$ cat config.mk
export PLATFORM = sky130hd
export DESIGN_NAME = cpu_decoder_flat
export DESIGN_NICKNAME = d
export VERILOG_FILES = /design/src/rtl/cpu_decoder_if.sv /design/src/rtl/cpu_decoder.sv /design/src/flat_wrapper.sv
export SDC_FILE = /design/constraint.sdc
export NUM_CORES = 1
export LEC_CHECK = 0
export CAP_MARGIN = 20
export CORE_MARGIN = 5
export CORE_UTILIZATION = 40
export CTS_CLUSTER_DIAMETER = 150
export CTS_CLUSTER_SIZE = 8
export DETAILED_ROUTE_END_ITERATION = 8
export GPL_TIMING_DRIVEN = 0
export HOLD_SLACK_MARGIN = 0.06
export PLACE_DENSITY_LB_ADDON = 0.15
export SYNTH_ARGS = -nofsm -noshare
export SYNTH_HDL_FRONTEND = slang
export SYNTH_SLANG_ARGS = --single-unit
$ cat constraint.sdc
create_clock -name clk -period 2.2 [get_ports clk]
set_input_delay 0.22 -clock clk [delete_from_list [all_inputs] [get_ports clk]]
set_output_delay 0.22 -clock clk [all_outputs]
set_load 0.02 [all_outputs]
$ cat src/rtl/cpu_decoder_if.sv
// cpu_decoder_if: multiplexed CPU bus plus local register-space request/ack signals
interface cpu_decoder_if #(
   parameter int ADDR_W = 32
);
   logic [31:0]       bus_ad_i;
   logic              bus_adrcy_i;
   logic              bus_dcy_i;
   logic              tm1n_i;
   logic              tm0n_i;
   logic [31:0]       bus_ad_o;
   logic              bus_ad_oe;
   logic              bus_rdy_o;
   logic              bus_err_o;
   logic [ADDR_W-1:0] loc_addr_o;
   logic [3:0]        loc_wstrb_o;
   logic [31:0]       loc_wdata_o;
   logic              loc_wr_o;
   logic              loc_rd_o;
   logic [31:0]       loc_rdata_i;
   logic              loc_ack_i;
   logic              overrun_o;
   modport slave (
      input  bus_ad_i, bus_adrcy_i, bus_dcy_i, tm1n_i, tm0n_i, loc_rdata_i, loc_ack_i,
      output bus_ad_o, bus_ad_oe, bus_rdy_o, bus_err_o, loc_addr_o, loc_wstrb_o,
             loc_wdata_o, loc_wr_o, loc_rd_o, overrun_o
   );
   modport master (
      output bus_ad_i, bus_adrcy_i, bus_dcy_i, tm1n_i, tm0n_i, loc_rdata_i, loc_ack_i,
      input  bus_ad_o, bus_ad_oe, bus_rdy_o, bus_err_o, loc_addr_o, loc_wstrb_o,
             loc_wdata_o, loc_wr_o, loc_rd_o, overrun_o
   );
endinterface

$ cat src/rtl/cpu_decoder.sv
// cpu_decoder: target-side decoder turning multiplexed bus cycles into local register requests
module cpu_decoder #(
   parameter int TIMEOUT = 16,
   parameter int ADDR_W  = 32
) (
   input logic         clk,
   input logic         rstn,
   cpu_decoder_if.slave bus
);
   localparam int CW = (TIMEOUT > 1) ? $clog2(TIMEOUT) : 1;
   localparam logic [CW-1:0] LIM = CW'(TIMEOUT - 1);
   typedef enum logic [1:0] {IDLE, WDATA, REQ, DONE} state_t;
   state_t        state;
   logic [CW-1:0] cnt;
   logic          dec_rd;
   logic          dec_bad;
   logic [3:0]    dec_strb;
   // decode transfer mode and lane code into read / byte strobes / illegal
   always_comb begin
      dec_rd   = 1'b0;
      dec_bad  = 1'b0;
      dec_strb = 4'b0000;
      case ({bus.tm1n_i, bus.tm0n_i, bus.bus_ad_i[1:0]})
         4'b1100: dec_rd   = 1'b1;
         4'b0000: dec_strb = 4'b0001;
         4'b0010: dec_strb = 4'b0010;
         4'b0001: dec_strb = 4'b0100;
         4'b0011: dec_strb = 4'b1000;
         4'b0100: dec_strb = 4'b1111;
         4'b0101: dec_strb = 4'b0011;
         4'b0111: dec_strb = 4'b1100;
         default: dec_bad  = 1'b1;
      endcase
   end
   // transfer FSM with registered bus and local outputs; completion flags are set on entry to DONE
   always_ff @(posedge clk or negedge rstn) begin
      if (!rstn) begin
         state           <= IDLE;
         cnt             <= '0;
         bus.bus_ad_o    <= '0;
         bus.bus_ad_oe   <= 1'b0;
         bus.bus_rdy_o   <= 1'b0;
         bus.bus_err_o   <= 1'b0;
         bus.loc_addr_o  <= '0;
         bus.loc_wstrb_o <= '0;
         bus.loc_wdata_o <= '0;
         bus.loc_wr_o    <= 1'b0;
         bus.loc_rd_o    <= 1'b0;
         bus.overrun_o   <= 1'b0;
      end else begin
         bus.bus_rdy_o <= 1'b0;
         bus.bus_err_o <= 1'b0;
         bus.bus_ad_oe <= 1'b0;
         if (bus.bus_adrcy_i && state != IDLE) bus.overrun_o <= 1'b1;
         case (state)
            IDLE: if (bus.bus_adrcy_i) begin
               bus.loc_addr_o  <= ADDR_W'({bus.bus_ad_i[31:2], 2'b00});
               bus.loc_wstrb_o <= dec_strb;
               cnt             <= '0;
               if (dec_bad) begin
                  state         <= DONE;
                  bus.bus_rdy_o <= 1'b1;
                  bus.bus_err_o <= 1'b1;
               end else if (dec_rd) begin
                  state        <= REQ;
                  bus.loc_rd_o <= 1'b1;
               end else state <= WDATA;
            end
            WDATA: if (bus.bus_dcy_i) begin
               bus.loc_wdata_o <= bus.bus_ad_i;
               bus.loc_wr_o    <= 1'b1;
               cnt             <= '0;
               state           <= REQ;
            end
            REQ: if (bus.loc_ack_i) begin
               bus.loc_rd_o  <= 1'b0;
               bus.loc_wr_o  <= 1'b0;
               bus.bus_rdy_o <= 1'b1;
               state         <= DONE;
               if (bus.loc_rd_o) begin
                  bus.bus_ad_o  <= bus.loc_rdata_i;
                  bus.bus_ad_oe <= 1'b1;
               end
            end else if (TIMEOUT != 0 && cnt == LIM) begin
               bus.loc_rd_o  <= 1'b0;
               bus.loc_wr_o  <= 1'b0;
               bus.bus_rdy_o <= 1'b1;
               bus.bus_err_o <= 1'b1;
               state         <= DONE;
            end else cnt <= cnt + 1'b1;
            default: state <= IDLE;
         endcase
      end
   end
endmodule
$ cat src/flat_wrapper.sv
// flat-port wrapper written by rule: the top's interface ports become plain ports
module cpu_decoder_flat 
#(
   parameter int TIMEOUT = 16,
   parameter int ADDR_W  = 32
)
  (clk, rstn, bus_bus_ad_i, bus_bus_adrcy_i, bus_bus_dcy_i, bus_tm1n_i, bus_tm0n_i, bus_loc_rdata_i, bus_loc_ack_i, bus_bus_ad_o, bus_bus_ad_oe, bus_bus_rdy_o, bus_bus_err_o, bus_loc_addr_o, bus_loc_wstrb_o, bus_loc_wdata_o, bus_loc_wr_o, bus_loc_rd_o, bus_overrun_o);
  cpu_decoder_if #(.ADDR_W(ADDR_W)) bus_i ();
  input logic clk;
  input logic rstn;
  input wire logic [$bits(bus_i.bus_ad_i)-1:0] bus_bus_ad_i;
  input wire logic [$bits(bus_i.bus_adrcy_i)-1:0] bus_bus_adrcy_i;
  input wire logic [$bits(bus_i.bus_dcy_i)-1:0] bus_bus_dcy_i;
  input wire logic [$bits(bus_i.tm1n_i)-1:0] bus_tm1n_i;
  input wire logic [$bits(bus_i.tm0n_i)-1:0] bus_tm0n_i;
  input wire logic [$bits(bus_i.loc_rdata_i)-1:0] bus_loc_rdata_i;
  input wire logic [$bits(bus_i.loc_ack_i)-1:0] bus_loc_ack_i;
  output wire logic [$bits(bus_i.bus_ad_o)-1:0] bus_bus_ad_o;
  output wire logic [$bits(bus_i.bus_ad_oe)-1:0] bus_bus_ad_oe;
  output wire logic [$bits(bus_i.bus_rdy_o)-1:0] bus_bus_rdy_o;
  output wire logic [$bits(bus_i.bus_err_o)-1:0] bus_bus_err_o;
  output wire logic [$bits(bus_i.loc_addr_o)-1:0] bus_loc_addr_o;
  output wire logic [$bits(bus_i.loc_wstrb_o)-1:0] bus_loc_wstrb_o;
  output wire logic [$bits(bus_i.loc_wdata_o)-1:0] bus_loc_wdata_o;
  output wire logic [$bits(bus_i.loc_wr_o)-1:0] bus_loc_wr_o;
  output wire logic [$bits(bus_i.loc_rd_o)-1:0] bus_loc_rd_o;
  output wire logic [$bits(bus_i.overrun_o)-1:0] bus_overrun_o;
  assign bus_i.bus_ad_i = bus_bus_ad_i;
  assign bus_i.bus_adrcy_i = bus_bus_adrcy_i;
  assign bus_i.bus_dcy_i = bus_bus_dcy_i;
  assign bus_i.tm1n_i = bus_tm1n_i;
  assign bus_i.tm0n_i = bus_tm0n_i;
  assign bus_i.loc_rdata_i = bus_loc_rdata_i;
  assign bus_i.loc_ack_i = bus_loc_ack_i;
  assign bus_bus_ad_o = bus_i.bus_ad_o;
  assign bus_bus_ad_oe = bus_i.bus_ad_oe;
  assign bus_bus_rdy_o = bus_i.bus_rdy_o;
  assign bus_bus_err_o = bus_i.bus_err_o;
  assign bus_loc_addr_o = bus_i.loc_addr_o;
  assign bus_loc_wstrb_o = bus_i.loc_wstrb_o;
  assign bus_loc_wdata_o = bus_i.loc_wdata_o;
  assign bus_loc_wr_o = bus_i.loc_wr_o;
  assign bus_loc_rd_o = bus_i.loc_rd_o;
  assign bus_overrun_o = bus_i.overrun_o;
  cpu_decoder #(.TIMEOUT(TIMEOUT), .ADDR_W(ADDR_W)) u_core (.clk(clk), .rstn(rstn), .bus(bus_i));
endmodule
==> flow_summary.toml, run 1 <==
[outcome]
status = "complete, no violations"

[die]
dieHeight_um = 115
die_area_um2 = 13200
coreArea_um2 = 10800
initial_core_util_pct = 40.6
rows = 38
num_io_pins = 177
die_x_um = 115

[sta]
final.setup.tns_ps = 0
hold_viol_final = 0
max_freq_ghz = 0.503
finalCritPeriodShare_pct = 90.3
drv_slew = 0
rsz0062_at_grt = "false"
period_needed_ps = 1990
setup_viol = 0
tightest_slew_ps = 638
whs_ps = 317
finClkSkew_ps = 6.66
slew_headroom_pct = 57.5

[synthesis]
async_flop_share_pct = 100
synth_cells = 297
yosysWarnings = 0
yosysUniqueCellTypes = 38
syn_avg_cell_area_um2 = 14.8
synth-seq-area-share_pct = 62.8
netlist_top_cells_area = "dfrtp_1 (63%), mux2_2 (24%), ha_1 (1.4%)"
synth.cell_area_um2 = 4380
synth_commonest_cells = "dfrtp_1 (110), mux2_2 (94), nand2_1 (13)"
synth-edff-count = 0
yosys_register_bits = 110
synth_top_area_share_pct = 62.8
yosysTopAreaCell = "dfrtp_1"
yosysMostFrequentCell = "dfrtp_1"
synth_flop_cell = "dfrtp_1"

[critical_path]
cp_num_buf_inv = 1
endpoint_kind = "flop"
crit_slowest_cell = "or4_1"
path_delay_family = "simple AND/OR/NAND/NOR gates"
cpPeakStageDelay_ps = 480
worstPathRequired_ps = 2510
arrival_ps = 2300
crit_type = "reg -> reg"
cp_max_fo = 6
cp_cell_sequence = "inv_1 > ha_1 > nor2b_4 > or3_4 > or4_1 > nand3_1"
cp-start-kind = "flop"

[routing]
antenna_left = 0
viasPerCell = 4.93
routed_wl_mm = 10.5
drtIter0Drc = 141
drcViolationCount = 0
vias = 3101
wl_per_cell_um = 16.7
dr.pass1.iters = 4

[finish]
final_nets = 560
stdcell_area_um2 = 6540
utilization_pct = 60.6
areaGrowthSynthToFinish_pct = 49.2
nFillCells = 886
antenna_cells = 0
layout-drive-gt1-share_pct = 26.0

[placed_design]
hpwl_mm = 7.85
port_buffers = 173
post_dp_cell_area_um2 = 6320
place.gp.congestion = 0.813

[power_and_ir_drop]
power_density_nw_per_um2 = 1530
power_frac_clock_pct = 12.5
pwr-share-comb_pct = 52.2
seq_power_share_pct = 35.2
power_leakage_uw = 0.00277
p_int_uw = 6380
worst_ir_drop_vdd_v = 0.000843
p_sw_share_pct = 36.3
p_sw_uw = 3630

[global_route]
grt_pass1_vias = 3301
grt_pass1_wl_mm = 16.8
antenna_found_initial = 0
grt_max_degree = 64
grtUsageTotal_pct = 16.3
gr-total-overflow = 0

[clocking]
clock_latency_ps = 370
clockRootBuffer = "clkbuf_8"
cts_buffers = 9
cts_tree = "yes"
cts_sinks = 110
clockBufferDepth = 2
postCtsSetupBuffers = 0
path_clk_slew_ps = 100
h-tree-depth = 3

[min_path]
hp-class = "in -> reg"

[flow_run]
maxCapViolations = 0
## through the flow
step           std cells  setup WS (ps)  total power, µW
2_1_floorplan        298            373             6280
3_3_place_gp         611          -3210             8740
3_5_place_dp         612           57.5             8860
4_1_cts              629           75.5            10100
5_1_grt              629            105            10600
6_report             629            212            10000
## timing repair
| action | CTS | global route |
|---|---|---|
| endpoints found under the hold margin | 47 | 0 |
| hold buffers | 1 | 0 |
| endpoints found under the setup margin | 0 | 4 |
| resized for setup | 0 | 1 |
## layout make-up
type	instances	area (µm²)	area share [%]
tap	140	175	2.68
sequential	110	2750	42.1
clock buffer	11	151	2.32
inverter	6	22.5	0.344
timing repair buffer	175	1770	27.0
multi-input combinational	167	1540	23.6
buffer	15	72.6	1.11
clock inverter	5	57.6	0.880
## flip-flops by register name, summed over array words and instances (netlist names)
register,flops
u_core.bus.bus_ad_o,32
u_core.bus.loc_wr_o,1
u_core.bus.bus_ad_oe,1
u_core.bus.loc_wstrb_o,4
u_core.bus.loc_rd_o,1
u_core.bus.bus_rdy_o,1
u_core.bus.loc_wdata_o,32
u_core.state,2
u_core.bus.bus_err_o,1
u_core.bus.loc_addr_o,30
u_core.bus.overrun_o,1
u_core.cnt,4
## power by group through the flow
stage | sequential, µW | combinational (µW) | clock, µW
2_1_floorplan | 4710 | 1580 | 0
3_3_place_gp | 3510 | 5230 | 0
3_5_place_dp | 3570 | 5290 | 0
4_1_cts | 3540 | 5310 | 1300
5_1_grt | 3660 | 5570 | 1380
6_report | 3530 | 5230 | 1250
## placed cells by master (no fill, tap or decap), types with 3 or more instances in the layout
cell             instances
dfrtp_1                110
buf_1                    3
inv_1                    6
clkbuf_1                 3
o21ai_0                  7
nand2_1                 13
a21oi_1                  3
ha_1                     5
clkbuf_8                11
buf_2                    6
buf_4                    3
clkdlybuf4s50_1        172
mux2_2                  94
nand3_1                  6
nor2_1                   5
nor2b_1                  3
## routing by layer
layer  up-vias  GRT usage, %  share of wire, %  routed length [µm]
met3        14          7.35                12                1300
met1      1516          20.6                42                4390
met2       146          24.6                44                4630
met4         0          6.41               1.5                 159
li1       1425             -                 -                   -
met5         -             0                 0                   0
## kinds of logic (layout without fill, tap and decap cells)
kind of cell	count (synthesis)	count (layout)	share of synthesized area [%]
fa+ha+maj	5	5	1.43
other cells	1	2	0.0856
flops	110	110	62.8
compound gates	27	27	4.48
buf+inv	21	212	2.14
mux	94	94	24.2
simple gates	39	39	4.91
## path summary, 6_finish.rpt
check / startpoint / endpoint / slack, ps / cells past startpoint
worst max-delay path: u_core.state[0]$_DFFE_PN0P_ / u_core.cnt[3]$_DFFE_PN0P_ / 210 / 6
worst min-delay path: bus_tm1n_i / u_core.bus.loc_wstrb_o[3]$_DFFE_PN0P_ / 320 / 2
worst max register to register: u_core.state[0]$_DFFE_PN0P_ / u_core.cnt[3]$_DFFE_PN0P_ / 210 / 6
worst min register to register: u_core.bus.overrun_o$_DFFE_PN0P_ / u_core.bus.overrun_o$_DFFE_PN0P_ / 470 / 1
max in group asynchronous: rstn / u_core.bus.loc_addr_o[29]$_DFFE_PN0P_ / 1080 / 3
min in group asynchronous: rstn / u_core.bus.bus_ad_o[12]$_DFFE_PN0P_ / 400 / 2
Power figures use the tool's default switching activity.
==> run 2, diff against run 1 <==
--- a/config.mk
+++ b/config.mk
@@ -5,7 +5,6 @@
 export SDC_FILE = /design/constraint.sdc
 export NUM_CORES = 1
 export LEC_CHECK = 0
-export CAP_MARGIN = 20
 export CORE_MARGIN = 5
 export CORE_UTILIZATION = 40
 export CTS_CLUSTER_DIAMETER = 150
@@ -17,3 +16,4 @@
 export SYNTH_ARGS = -nofsm -noshare
 export SYNTH_HDL_FRONTEND = slang
 export SYNTH_SLANG_ARGS = --single-unit
+export TNS_END_PERCENT = 100
==> run 2 against run 1 <==
Worst hold slack did not move; critical endpoint unchanged; cell count unchanged; global-route usage unchanged; largest power group unchanged; clock power is essentially flat; first-iteration DRC count did not move; flip-flop and latch count is the same; critical path depth unchanged.
==> flow_summary.toml, run 2 (synthesis gave the netlist of run 1 again) <==
[min_path]
min_path_cells = 2
hp-class = "in -> reg"
hold_start = "bus_tm1n_i"
holdPathEnd = "u_core.bus.loc_wstrb_o[3]$_DFFE_PN0P_"

[clocking]
path_clk_slew_ps = 100
clockRootBuffer = "clkbuf_8"
cts_buffers = 9
h-tree-depth = 3
clock_latency_ps = 370
cts_tree = "yes"
cts_sinks = 110
clockBufferDepth = 2
postCtsSetupBuffers = 0

[global_route]
grt_pass1_wl_mm = 16.8
grt_max_degree = 64
gr-total-overflow = 0
antenna_found_initial = 0
grtUsageTotal_pct = 16.3
use_met1_pct = 20.6
grt_pass1_vias = 3301
use_met3_pct = 7.35
met2_usage_pct = 24.6
grt.busiest_layer = "met2"

[flow_run]
maxCapViolations = 0

[routing]
routed_wl_mm = 10.5
wl_per_cell_um = 16.7
drtIter0Drc = 141
viasPerCell = 4.93
vias = 3101
dr.pass1.iters = 4
antenna_left = 0
drcViolationCount = 0

[sta]
period_needed_ps = 1990
rsz0062_at_grt = "false"
finClkSkew_ps = 6.66
max_freq_ghz = 0.503
tightest_slew_ps = 638
drv_slew = 0
hold_viol_final = 0
slew_headroom_pct = 57.5
final.setup.tns_ps = 0
finalCritPeriodShare_pct = 90.3
setup_viol = 0

[placed_design]
port_buffers = 173
place.gp.congestion = 0.813
hpwl_mm = 7.85

[finish]
final_cell_mix = "clkdlybuf4s50_1 (172), dfrtp_1 (110), mux2_2 (94), nand2_1 (13), clkbuf_8 (11)"
areaGrowthSynthToFinish_pct = 49.2
largestRegisters = "u_core.bus.bus_ad_o x32, u_core.bus.loc_wdata_o x32, u_core.bus.loc_addr_o x30"
layout-drive-gt1-share_pct = 26.0
antenna_cells = 0
utilization_pct = 60.6
final_common_cell = "clkdlybuf4s50_1"
final_nets = 560

[critical_path]
cp_max_fo = 6
cp-start-kind = "flop"
critPathLaunch = "u_core.state[0]$_DFFE_PN0P_"
crit_type = "reg -> reg"
worstPathRequired_ps = 2510
reg2regPathDepth = 6
timing.rr.end = "u_core.cnt[3]$_DFFE_PN0P_"
r2r_start = "u_core.state[0]$_DFFE_PN0P_"
arrival_ps = 2300
endpoint_kind = "flop"
reg2reg_slack_ps = 210

[die]
num_io_pins = 177
rows = 38
dieHeight_um = 115
initial_core_util_pct = 40.6
coreArea_um2 = 10800
die_area_um2 = 13200
die_x_um = 115

[power_and_ir_drop]
power_leakage_uw = 0.00277
worst_ir_drop_vdd_v = 0.000843
power_density_nw_per_um2 = 1530

[outcome]
status = "complete, no violations"
-- run 2: cell counts in the layout (fill, tap and decap cells not counted) --
Identical to the previous run, type by type.
-- run 2: through the flow --
step / std cells / cell area [µm²] / hold slack, ps / worst slack (ps) / power, µW
6_report: 629 / 6540 / 317 / 212 / 10000
5_1_grt: 629 / 6540 / 331 / 105 / 10600
4_1_cts: 629 / 6540 / 294 / 75.5 / 10100
3_5_place_dp: 612 / 6320 / 284 / 57.5 / 8860
3_3_place_gp: 611 / 6290 / 450 / -3210 / 8740
2_1_floorplan: 298 / 4390 / -75.6 / 373 / 6280
-- run 2: routing by layer --
layer  wire, µm  part of all wire (%)  vias up
li1           -                     -     1425
met2       4630                    44      146
met4        159                   1.5        0
met3       1300                    12       14
met5          0                     0        -
met1       4390                    42     1516
-- run 2: cell type report --
class,instances,area (µm²)
plain buffers,15,72.6
flip-flops and latches,110,2750
clock inverters,5,57.6
clock buffers,11,151
multi-input cells,167,1540
well taps,140,175
inverters,6,22.5
repair buffers,175,1770
fillers,886,4250
-- run 2: worst max path at each step --
stage / end / slack [ps] / cells past startpoint
4_1_cts: u_core.bus.loc_addr_o[29]$_DFFE_PN0P_ / 80 / 6
3_5_place_dp: u_core.bus.loc_addr_o[29]$_DFFE_PN0P_ / 60 / 5
6_report: u_core.cnt[3]$_DFFE_PN0P_ / 210 / 6
5_1_grt: u_core.cnt[3]$_DFFE_PN0P_ / 100 / 6
2_1_floorplan: u_core.cnt[2]$_DFFE_PN0P_ / 370 / 6
3_3_place_gp: u_core.bus.loc_addr_o[12]$_DFFE_PN0P_ / -3210 / 1
-- run 2: report_power, final --
group | switching, µW | internal, µW | total, µW
clock network | 665 | 589 | 1250
registers | 516 | 3010 | 3530
logic | 2450 | 2780 | 5230
-- run 2: what timing repair did --
item / CTS / global route
resized for setup: 0 / 1
hold endpoints to repair: 47 / 0
endpoints found under the setup margin: 0 / 4
hold buffers: 1 / 0
-- run 2: worst max-delay path, stage by stage (launching register included) --
cell	delay [ps]
dfrtp_1	410
inv_1	110
ha_1	280
nor2b_4	160
or3_4	400
or4_1	480
nand3_1	100
